`src/rtl/thiele_sched_pkg.sv`:
```
// Shared definitions for the solver job scheduler: FSM encoding, payload widths,
// colour codes and the response payload struct.
package thiele_sched_pkg;

   localparam int unsigned COLOUR_W = 18;
   localparam int unsigned MU_W     = 8;
   localparam int unsigned ST_W     = 3;

   localparam logic [2:0] ST_IDLE    = 3'd0;
   localparam logic [2:0] ST_ISSUE   = 3'd1;
   localparam logic [2:0] ST_WAIT    = 3'd2;
   localparam logic [2:0] ST_RELEASE = 3'd3;
   localparam logic [2:0] ST_RESP    = 3'd4;

   typedef enum logic [1:0] {
      RED   = 2'd0,
      GREEN = 2'd1,
      BLUE  = 2'd2
   } colour_e;

   typedef struct packed {
      logic                success;
      logic                timeout;
      logic [COLOUR_W-1:0] colouring;
      logic [MU_W-1:0]     mu;
   } rsp_t;

endpackage

```
`src/rtl/rr_arbiter.sv`:
```
// Combinational round-robin pick: first asserted request at or after ptr_i,
// wrapping modulo N. The pointer register lives in the parent.
module rr_arbiter #(
   parameter int unsigned N = 4
) (
   input  logic [N-1:0]         req_i,
   input  logic [$clog2(N)-1:0] ptr_i,
   output logic [N-1:0]         grant_o,
   output logic [$clog2(N)-1:0] idx_o,
   output logic                 any_o
);

   localparam int unsigned IW = $clog2(N);

   always_comb begin
      logic [IW-1:0] cand;
      grant_o = '0;
      idx_o   = '0;
      any_o   = 1'b0;
      cand    = '0;
      for (int unsigned i = 0; i < N; i++) begin
         cand = IW'((32'(ptr_i) + i) % N);
         if (!any_o && req_i[cand]) begin
            any_o = 1'b1;
            idx_o = cand;
         end
      end
      if (any_o) begin
         grant_o[idx_o] = 1'b1;
      end
   end

endmodule

```
`src/rtl/solver_job_arbiter.sv`:
```
// Shares one graph solver among NUM_REQ requesters: round-robin accept, start/done
// sequencing with a watchdog, response return and a saturating mu ledger.
// Optional per-requester mu budget enabled by defining SOLVER_MU_BUDGET_EN.
module solver_job_arbiter
   import thiele_sched_pkg::*;
#(
   parameter int unsigned NUM_REQ  = 4,
   parameter int unsigned TIMEOUT  = 64,
   parameter int unsigned LEDGER_W = 16
`ifdef SOLVER_MU_BUDGET_EN
   ,
   parameter int unsigned MU_BUDGET = 32
`endif
) (
   input  logic                       clk,
   input  logic                       reset,
   input  logic [NUM_REQ-1:0]         req_valid,
   output logic [NUM_REQ-1:0]         req_ready,
   output logic                       rsp_valid,
   input  logic                       rsp_ready,
   output logic [$clog2(NUM_REQ)-1:0] rsp_id,
   output logic                       rsp_success,
   output logic                       rsp_timeout,
   output logic [17:0]                rsp_colouring,
   output logic [7:0]                 rsp_mu,
   output logic                       slv_start,
   output logic                       slv_reset,
   input  logic                       slv_done,
   input  logic                       slv_success,
   input  logic [17:0]                slv_colouring,
   input  logic [7:0]                 slv_mu_cost,
   output logic [LEDGER_W-1:0]        mu_total,
   output logic                       busy
);

   localparam int unsigned ID_W  = $clog2(NUM_REQ);
   localparam int unsigned WD_W  = $clog2(TIMEOUT);
   localparam int unsigned SUM_W = LEDGER_W + 1;

   logic [ST_W-1:0]     state_q, state_d;
   logic [ID_W-1:0]     rr_ptr_q, rr_ptr_d;
   logic [ID_W-1:0]     id_q, id_d;
   logic [WD_W-1:0]     wdog_q, wdog_d;
   rsp_t                rsp_q, rsp_d;
   logic [LEDGER_W-1:0] mu_total_q, mu_total_d;
   logic                slv_start_q, slv_start_d;
   logic                slv_reset_q, slv_reset_d;
   logic                rsp_valid_q, rsp_valid_d;
   logic                busy_q, busy_d;

   logic [NUM_REQ-1:0]  grant;
   logic [ID_W-1:0]     grant_idx;
   logic                any_grant;
   logic [SUM_W-1:0]    ledger_sum;

`ifdef SOLVER_MU_BUDGET_EN
   logic [LEDGER_W-1:0] spent_q [NUM_REQ];
   logic [LEDGER_W-1:0] spent_d [NUM_REQ];
   logic [SUM_W-1:0]    spent_sum;
`endif

   rr_arbiter #(.N(NUM_REQ)) u_rr (
      .req_i   (req_valid),
      .ptr_i   (rr_ptr_q),
      .grant_o (grant),
      .idx_o   (grant_idx),
      .any_o   (any_grant)
   );

   // Acceptance is only offered in IDLE, and never while reset is asserted.
   assign req_ready = (state_q == ST_IDLE && !reset) ? grant : '0;

   assign ledger_sum = {1'b0, mu_total_q} + SUM_W'(slv_mu_cost);
`ifdef SOLVER_MU_BUDGET_EN
   assign spent_sum  = {1'b0, spent_q[id_q]} + SUM_W'(slv_mu_cost);
`endif

   always_ff @(posedge clk) begin
      if (reset) begin
         state_q     <= ST_IDLE;
         rr_ptr_q    <= '0;
         id_q        <= '0;
         wdog_q      <= '0;
         rsp_q       <= '0;
         mu_total_q  <= '0;
         slv_start_q <= 1'b0;
         slv_reset_q <= 1'b0;
         rsp_valid_q <= 1'b0;
         busy_q      <= 1'b0;
`ifdef SOLVER_MU_BUDGET_EN
         for (int unsigned i = 0; i < NUM_REQ; i++) begin
            spent_q[i] <= '0;
         end
`endif
      end else begin
         state_q     <= state_d;
         rr_ptr_q    <= rr_ptr_d;
         id_q        <= id_d;
         wdog_q      <= wdog_d;
         rsp_q       <= rsp_d;
         mu_total_q  <= mu_total_d;
         slv_start_q <= slv_start_d;
         slv_reset_q <= slv_reset_d;
         rsp_valid_q <= rsp_valid_d;
         busy_q      <= busy_d;
`ifdef SOLVER_MU_BUDGET_EN
         spent_q     <= spent_d;
`endif
      end
   end

   always_comb begin
      state_d     = state_q;
      rr_ptr_d    = rr_ptr_q;
      id_d        = id_q;
      wdog_d      = wdog_q;
      rsp_d       = rsp_q;
      mu_total_d  = mu_total_q;
      slv_reset_d = 1'b0;
`ifdef SOLVER_MU_BUDGET_EN
      spent_d     = spent_q;
`endif

      case (state_q)
         ST_IDLE: begin
            if (any_grant) begin
               id_d     = grant_idx;
               rr_ptr_d = (grant_idx == ID_W'(NUM_REQ - 1)) ? '0 : grant_idx + ID_W'(1);
               state_d  = ST_ISSUE;
`ifdef SOLVER_MU_BUDGET_EN
               // Over-budget requesters get an immediate empty response.
               if (spent_q[grant_idx] >= LEDGER_W'(MU_BUDGET)) begin
                  rsp_d   = '0;
                  state_d = ST_RESP;
               end
`endif
            end
         end
         ST_ISSUE: begin
            wdog_d  = '0;
            state_d = ST_WAIT;
         end
         ST_WAIT: begin
            wdog_d = wdog_q + WD_W'(1);
            if (slv_done) begin
               rsp_d.success   = slv_success;
               rsp_d.timeout   = 1'b0;
               rsp_d.colouring = slv_colouring;
               rsp_d.mu        = slv_mu_cost;
               mu_total_d      = ledger_sum[LEDGER_W] ? '1 : ledger_sum[LEDGER_W-1:0];
`ifdef SOLVER_MU_BUDGET_EN
               spent_d[id_q]   = spent_sum[LEDGER_W] ? '1 : spent_sum[LEDGER_W-1:0];
`endif
               state_d         = ST_RELEASE;
            end else if (wdog_q == WD_W'(TIMEOUT - 1)) begin
               slv_reset_d     = 1'b1;
               rsp_d           = '0;
               rsp_d.timeout   = 1'b1;
               state_d         = ST_RESP;
            end
         end
         ST_RELEASE: begin
            if (!slv_done) begin
               state_d = ST_RESP;
            end
         end
         ST_RESP: begin
            if (rsp_ready) begin
               state_d = ST_IDLE;
            end
         end
         default: begin
            state_d = ST_IDLE;
         end
      endcase

      slv_start_d = (state_d == ST_ISSUE) || (state_d == ST_WAIT);
      rsp_valid_d = (state_d == ST_RESP);
      busy_d      = (state_d != ST_IDLE);
   end

   assign rsp_valid     = rsp_valid_q;
   assign rsp_id        = id_q;
   assign rsp_success   = rsp_q.success;
   assign rsp_timeout   = rsp_q.timeout;
   assign rsp_colouring = rsp_q.colouring;
   assign rsp_mu        = rsp_q.mu;
   assign slv_start     = slv_start_q;
   assign slv_reset     = slv_reset_q;
   assign mu_total      = mu_total_q;
   assign busy          = busy_q;

endmodule

```
`config.mk`:
```
export PLATFORM = sky130hd
export DESIGN_NAME = solver_job_arbiter
export DESIGN_NICKNAME = d
export VERILOG_FILES = /design/src/rtl/thiele_sched_pkg.sv /design/src/rtl/rr_arbiter.sv /design/src/rtl/solver_job_arbiter.sv
export SDC_FILE = /design/constraint.sdc
export NUM_CORES = 1
export LEC_CHECK = 0
export BUFFER_PORTS_ARGS = -buffer_cell sky130_fd_sc_hd__buf_2
export CAP_MARGIN = 10
export CORE_MARGIN = 2
export CORE_UTILIZATION = 34
export DETAILED_ROUTE_END_ITERATION = 7
export PLACE_DENSITY_LB_ADDON = 0.3
export RECOVER_POWER = 100
export SLEW_MARGIN = 20
export SYNTH_ARGS = -nofsm -noshare
export SYNTH_HDL_FRONTEND = slang
export SYNTH_SLANG_ARGS = --single-unit
export TNS_END_PERCENT = 5
```
`constraint.sdc`:
```
create_clock -name clk -period 2.81 [get_ports clk]
set_clock_uncertainty 0.15 [all_clocks]
set_input_delay 0.1405 -clock clk [delete_from_list [all_inputs] [get_ports clk]]
set_output_delay 0.1405 -clock clk [all_outputs]
set_load 0.05 [all_outputs]
```
# After elaboration in Yosys (flattened, before gate mapping)
# Cells that the tools add are included.
[op_classes] addsub=6 n_lt_le_gt_ge=6 n_eq_ne=9 mux=32 bitwise=1 n_reduce_logical=18
[op_table] op="$mux 28" count=2
[op_table] op="$add 16x8->17" count=1
[op_table] op="$mux 16" count=1
[op_table] op="$lt 2x3->1 const B" count=5
[op_table] op="$mux 3" count=5
[op_table] op="$pmux 3 s5" count=1
[op_table] op="$pmux 6 s2" count=1
[op_table] op="$mux 1" count=10
[op_table] op="$mux 2" count=5
[op_table] op="$eq 3x2->1 const B" count=3
[op_table] op="$bmux 1 s2" count=4
[op_table] op="$mux 4" count=2
[op_table] op="$add 6x1->6 const B" count=1
[op_table] op="$eq 3x1->1 const B" count=2
[op_table] op="$eq 3x3->1 const B" count=2
[op_table] op="$eq 6x6->1 const B" count=1
[op_table] op="$reduce_and 2->1" count=3
[op_table] op="$logic_and 1x1->1" count=5
[op_table] op="$add 2x1->2 const B" count=2
[op_table] op="$add 2x2->2 const B" count=2
[op_table] op="$logic_not 1->1" count=4
[op_table] op="$reduce_bool 2->1" count=2
[op_table] op="$logic_not 3->1" count=1
[op_table] op="$reduce_bool 3->1" count=1
[op_table] op="6 further kinds" count=6
[word_totals] ff_bits=61 input_bits=35 elab_cells=85

# Depth between registers and ports, before layout
[logic_depth] ltp_word=18 ltp_mapped=7 ltp_nobuf=7

# By module
# From an unflattened synthesis, not the netlist that was laid out.
[hier_totals] cells_unflattened=345 area_unflattened_um2=2981.6
[by_module_without_submodules] module="solver_job_arbiter" n_inst=1 cells_each=313 area_per_inst_um2=2798.9 seq_area_each_um2=1221.2
[by_module_without_submodules] module="rr_arbiter" n_inst=1 cells_each=32 area_per_inst_um2=182.7 seq_area_each_um2=0.0

# Worst setup path after synthesis
# No wires, ideal clock.
[synth_path] path_type="register to register" startpoint="register mu_total_q[0] (netlist: mu_total[0])" endpoint="register mu_total_q[15] (netlist: mu_total[15])" setup_time_ps=79 arrival_ps=2298 slack_ps=283 stages_incl_launch_ff=8 path_buffers=0 period_less_slack_ps=2527 path_cell_list="dfxtp_1 > ha_1 > fa_1 > a211oi_2 > or3_4 > a211o_1 > o2111a_1 > a211oi_2"
[synth_via] elab_chain_cells=2
[synth_lines] item="start: declaration" line_no="solver_job_arbiter.sv:45" source="logic [LEDGER_W-1:0] mu_total_q, mu_total_d;"
[synth_lines] item="start signal: assignment" line_no="solver_job_arbiter.sv:101" source="mu_total_q <= mu_total_d;"
[synth_lines] item="$add 16x8->17" line_no="solver_job_arbiter.sv:73" source="assign ledger_sum = {1'b0, mu_total_q} + SUM_W'(slv_mu_cost);"
[synth_lines] item="$mux 16" line_no="solver_job_arbiter.sv:150" source="mu_total_d = ledger_sum[LEDGER_W] ? '1 : ledger_sum[LEDGER_W-1:0];"
# Every way passes these cells.
# A chain may end at the register's enable or synchronous reset.

# Worst setup path in the final report
[layout_path] startpoint="register rr_ptr_q[1]" endpoint="output req_ready[0]"
[layout_via] elab_chain_cells=18 word_cells_on_any_way=32 cone_classes="add/sub (3); order compare (2); mux (20); reduce/logical (7)"
[layout_lines] item="start: declaration" line_no="solver_job_arbiter.sv:41" source="logic [ID_W-1:0] rr_ptr_q, rr_ptr_d;"
[layout_lines] item="start signal: assignment" line_no="solver_job_arbiter.sv:97" source="rr_ptr_q <= rr_ptr_d;"
[layout_lines] item="branches (longest 11 deep; another with $add 2x1->2)"
[layout_lines] item="$mux 2 (*)" line_no="rr_arbiter.sv:23" source="if (!any_o && req_i[cand]) begin"
[layout_lines] item="net grant_idx[0]" line_no="solver_job_arbiter.sv:52" source="logic [ID_W-1:0] grant_idx;"
[layout_lines] item="$lt 2x3->1 (implied by the code) / $ge 2x1->1 (equally long branches)" line_no="rr_arbiter.sv:29" source="grant_o[idx_o] = 1'b1;"
[layout_lines] item="$logic_and 1x1->1 (implied by the code)" line_no="rr_arbiter.sv:29"
[layout_lines] item="$mux 1 (implied by the code)" line_no="rr_arbiter.sv:29"
[layout_lines] item="$demux 1 s2 (*)"
[layout_lines] item="$mux 4 (*)" line_no="rr_arbiter.sv:28" source="if (any_o) begin"
[layout_lines] item="$mux 4 (*)" line_no="solver_job_arbiter.sv:71" source="assign req_ready = (state_q == ST_IDLE && !reset) ? grant : '0;"
[layout_lines] item="end: declaration" line_no="solver_job_arbiter.sv:18" source="output logic [NUM_REQ-1:0] req_ready,"
# Mark *: on every way through the listed nets, which the timed path passes. The select of a mux whose other input is x is not followed.

==> results.sh <==
export IMPL_post_cts_setup_buffers=0
export IMPL_drtAntennaViolNets=0
export IMPL_cts_sinks=61
export IMPL_setup_viol=0
export IMPL_cp_required_ps=2520
export IMPL_layout_common_cells="dfxtp_1 (61), nor2_1 (53), clkbuf_1 (53)"
export IMPL_crit_fanout=6
export IMPL_clk_path_buf_depth=2
export IMPL_cts_tree="yes"
export IMPL_reg2reg_slack_ps=210
export IMPL_synthesis_area_sq_um=3010
export IMPL_clk_pin_slew_ps=80
export IMPL_pwr_share_seq=0.394
export IMPL_p_int_mw=1.68
export IMPL_final_common_cell="dfxtp_1"
export IMPL_outcome="completed"
export IMPL_slew_headroom=0.244
export IMPL_synth_warnings=0
export IMPL_arrival_ps=2310
export IMPL_placed_area_sq_um=3550
export IMPL_dieArea_sq_um=9620
export IMPL_grt_pass1_vias=2807
export IMPL_grt_overflow_total=0
export IMPL_cp_slowest_stage_delay_ps=570
export IMPL_ys_flop_type="dfxtp_1"
export IMPL_diodes=0
export IMPL_final_cells=574
export IMPL_wl_per_cell_um=13.7
export IMPL_timing_rr_start="state_q[1]"
export IMPL_cp_startpoint="rr_ptr_q[1]"
export IMPL_num_vias=3001
export IMPL_multiInputGateArea_sq_um=1650
export IMPL_min_period_over_period=0.926
export IMPL_fmax_mhz=384
export IMPL_p_comb_frac=0.217
export IMPL_synth_simple_gate_area_frac=0.179
export IMPL_cts_resized=0
export IMPL_ir_drop_v=0.000313
export IMPL_path_class="flip-flop to output port"
export IMPL_slowest_stage="a311oi_1"
export IMPL_grt_use_total=0.162
export IMPL_route_detailed_drc=0
export IMPL_drt_wl_total_um=7840
export IMPL_fin_ws_ps=208
export IMPL_synth_compound_area_frac=0.287
export IMPL_regArea_sq_um=1220
export IMPL_synth_xor_area_frac=0.0204
export IMPL_synth_avg_cell_area_sq_um=8.68
export IMPL_tns_ps=0
export IMPL_fp_dieH_um=98.1
export IMPL_power_leakage_nw=1.55
export IMPL_switching_power_mw=0.745
export IMPL_cts_made_buffers=9
export IMPL_pre_cts_slack_ps=539
export IMPL_grt_pass1_wl_um=13000
export IMPL_fin_nets=510
export IMPL_ys_ff_latch=61
export IMPL_fin_crit_ps=2600
export IMPL_port_buffer_count=88
export IMPL_drtIter0Drc=123
export IMPL_design_area_sq_um=3980
export IMPL_pwr_density_cell_nw_per_um2=608
export IMPL_nFillCells=848
export IMPL_finalMaxSlewViolations=0
export IMPL_start_util=0.349
export IMPL_h_tree_depth=3
export IMPL_yosysSeqAreaShare=0.406
export IMPL_dp_hpwl_um=5260
export IMPL_hold_class="primary input to flip-flop"
export IMPL_clock_latency_ps=330
export IMPL_cp_start_kind="flip-flop"
export IMPL_rsz0062_at_grt="false"
export IMPL_crit_path_end_kind="output port"
export IMPL_antenna_found_initial=0
export IMPL_drv_cap=0
export IMPL_place_congestion=0.860
export IMPL_finalHoldViolCount=0
export IMPL_path_cells="mux2i_1, nor2_1, a311oi_1, inv_1, ha_1, and2_1, buf_2"
export IMPL_netlist_instances=347
export IMPL_synth_adder_area_share=0.0607
export IMPL_path_buf_inv=2
export IMPL_cts_hold_fix_buffers=29
export IMPL_syn_nets=396
export IMPL_synthDistinctLibCells=57
export IMPL_sw_frac_of_total=0.308
export IMPL_area_growth_syn_to_layout_pct=32.3
export IMPL_dp_cells=529
export IMPL_worst_slew_pin_slew_ps=1120
export IMPL_row_count=34
export IMPL_cp_top_family="compound AO/OA/AOI/OAI gates"
export IMPL_power_share_clock=0.389
export IMPL_fp_coreArea_sq_um=8640
export IMPL_synth_top_family_by_area="compound AO/OA/AOI/OAI gates"
export IMPL_root_buffer="clkbuf_8"
export IMPL_min_from="reset"
export IMPL_layout_drive_gt1_share=0.142
export IMPL_vias_per_cell=5.23
export IMPL_first_pass_iters=4
export IMPL_synth_edf_count=0
export IMPL_ios=89
export IMPL_die_x_um=98.1
export IMPL_grt_max_degree=37
export IMPL_synth_async_sr_flop_share=0
export IMPL_muxShareOfSynthArea=0.00707
Yosys cell counts (2+ instances only):
library cell | count | area [sq um]
a31oi_1 | 2 | 12.5
a211oi_2 | 2 | 25.0
nand3_1 | 7 | 35.0
o21ai_0 | 17 | 85.1
o2111a_1 | 2 | 22.5
and2_1 | 5 | 31.3
buf_2 | 6 | 30.0
a22oi_1 | 27 | 203
inv_1 | 10 | 37.5
a311oi_1 | 7 | 61.3
dfxtp_1 | 61 | 1220
a21oi_1 | 24 | 120
buf_1 | 3 | 11.3
nor3_1 | 10 | 50.1
and4_1 | 2 | 17.5
a211oi_1 | 10 | 75.1
o21a_1 | 5 | 37.5
a211o_1 | 2 | 17.5
o211ai_1 | 3 | 22.5
and3_1 | 5 | 31.3
nand2b_1 | 6 | 37.5
nand2_1 | 12 | 45.0
nor2_1 | 53 | 199
nor2b_1 | 2 | 12.5
a21o_1 | 2 | 15.0
xor2_1 | 6 | 52.6
a2111o_1 | 2 | 22.5
ha_1 | 13 | 163
clkbuf_1 | 11 | 41.3
o21bai_1 | 3 | 22.5
power groups by stage:
stage | Combinational [mW] | Clock (mW) | Sequential (mW)
CTS | 0.542 | 0.962 | 0.952
floorplan | 0.265 | 0 | 1.09
global placement | 0.503 | 0 | 0.969
global route | 0.574 | 1.01 | 0.961
detailed placement | 0.510 | 0 | 0.971
finish | 0.527 | 0.942 | 0.954
kinds of logic (layout without fill, tap and decap cells):
logic type,count (synthesis),count (layout)
XOR/XNOR,7,7
AO/OA/AOI/OAI,121,121
buffers and inverters,30,149
flip-flops,61,61
adder cells (fa/ha/maj),14,14
AND/OR/NAND/NOR,112,112
multiplexers,2,2
path summary, 6_finish.rpt:
kind | cells past startpoint | to
hold reg to reg | 2 | rsp_timeout
hold / removal | 2 | rsp_id[1]
setup reg to reg | 5 | mu_total[8]
setup / recovery | 7 | req_ready[0]
worst register-to-register path, stage by stage (launching register included):
cell and delay [ps]:
dfxtp_1 640, and4bb_2 520, clkbuf_2 650, o21ai_0 250, xor2_1 200, a21oi_1 140
flip-flops by register name, summed over array words and instances (netlist names), 2 cells and up:
register / flops
rr_ptr_q: 2
state_q: 3
rsp_id: 2
rsp_mu: 8
rsp_colouring: 18
wdog_q: 6
mu_total: 16
per-stage QoR:
stage,utilization,power [mW],hold slack [ps]
2_1_floorplan,-,1.35,68.5
3_3_place_gp,0.411,1.47,237
3_5_place_dp,0.411,1.48,247
4_1_cts,0.473,2.46,124
5_1_grt,0.461,2.54,154
6_report,0.461,2.42,135
metal layers:
metal	global-route usage	wire length, um	vias up
li1	-	-	1502
met5	0	0	-
met1	0.214	3730	1409
met2	0.256	3610	84
met4	0.0491	58	0
met3	0.0501	431	6
area by class of cell:
class                           count  share of cell area
Multi-Input combinational cell    256               0.413
Timing Repair Buffer              123               0.177
Clock inverter                      6              0.0280
Tap cell                          108              0.0339
Inverter                           10             0.00943
Sequential cell                    61               0.307
Clock buffer                       10              0.0320
(Power assumes the default switching activity.)
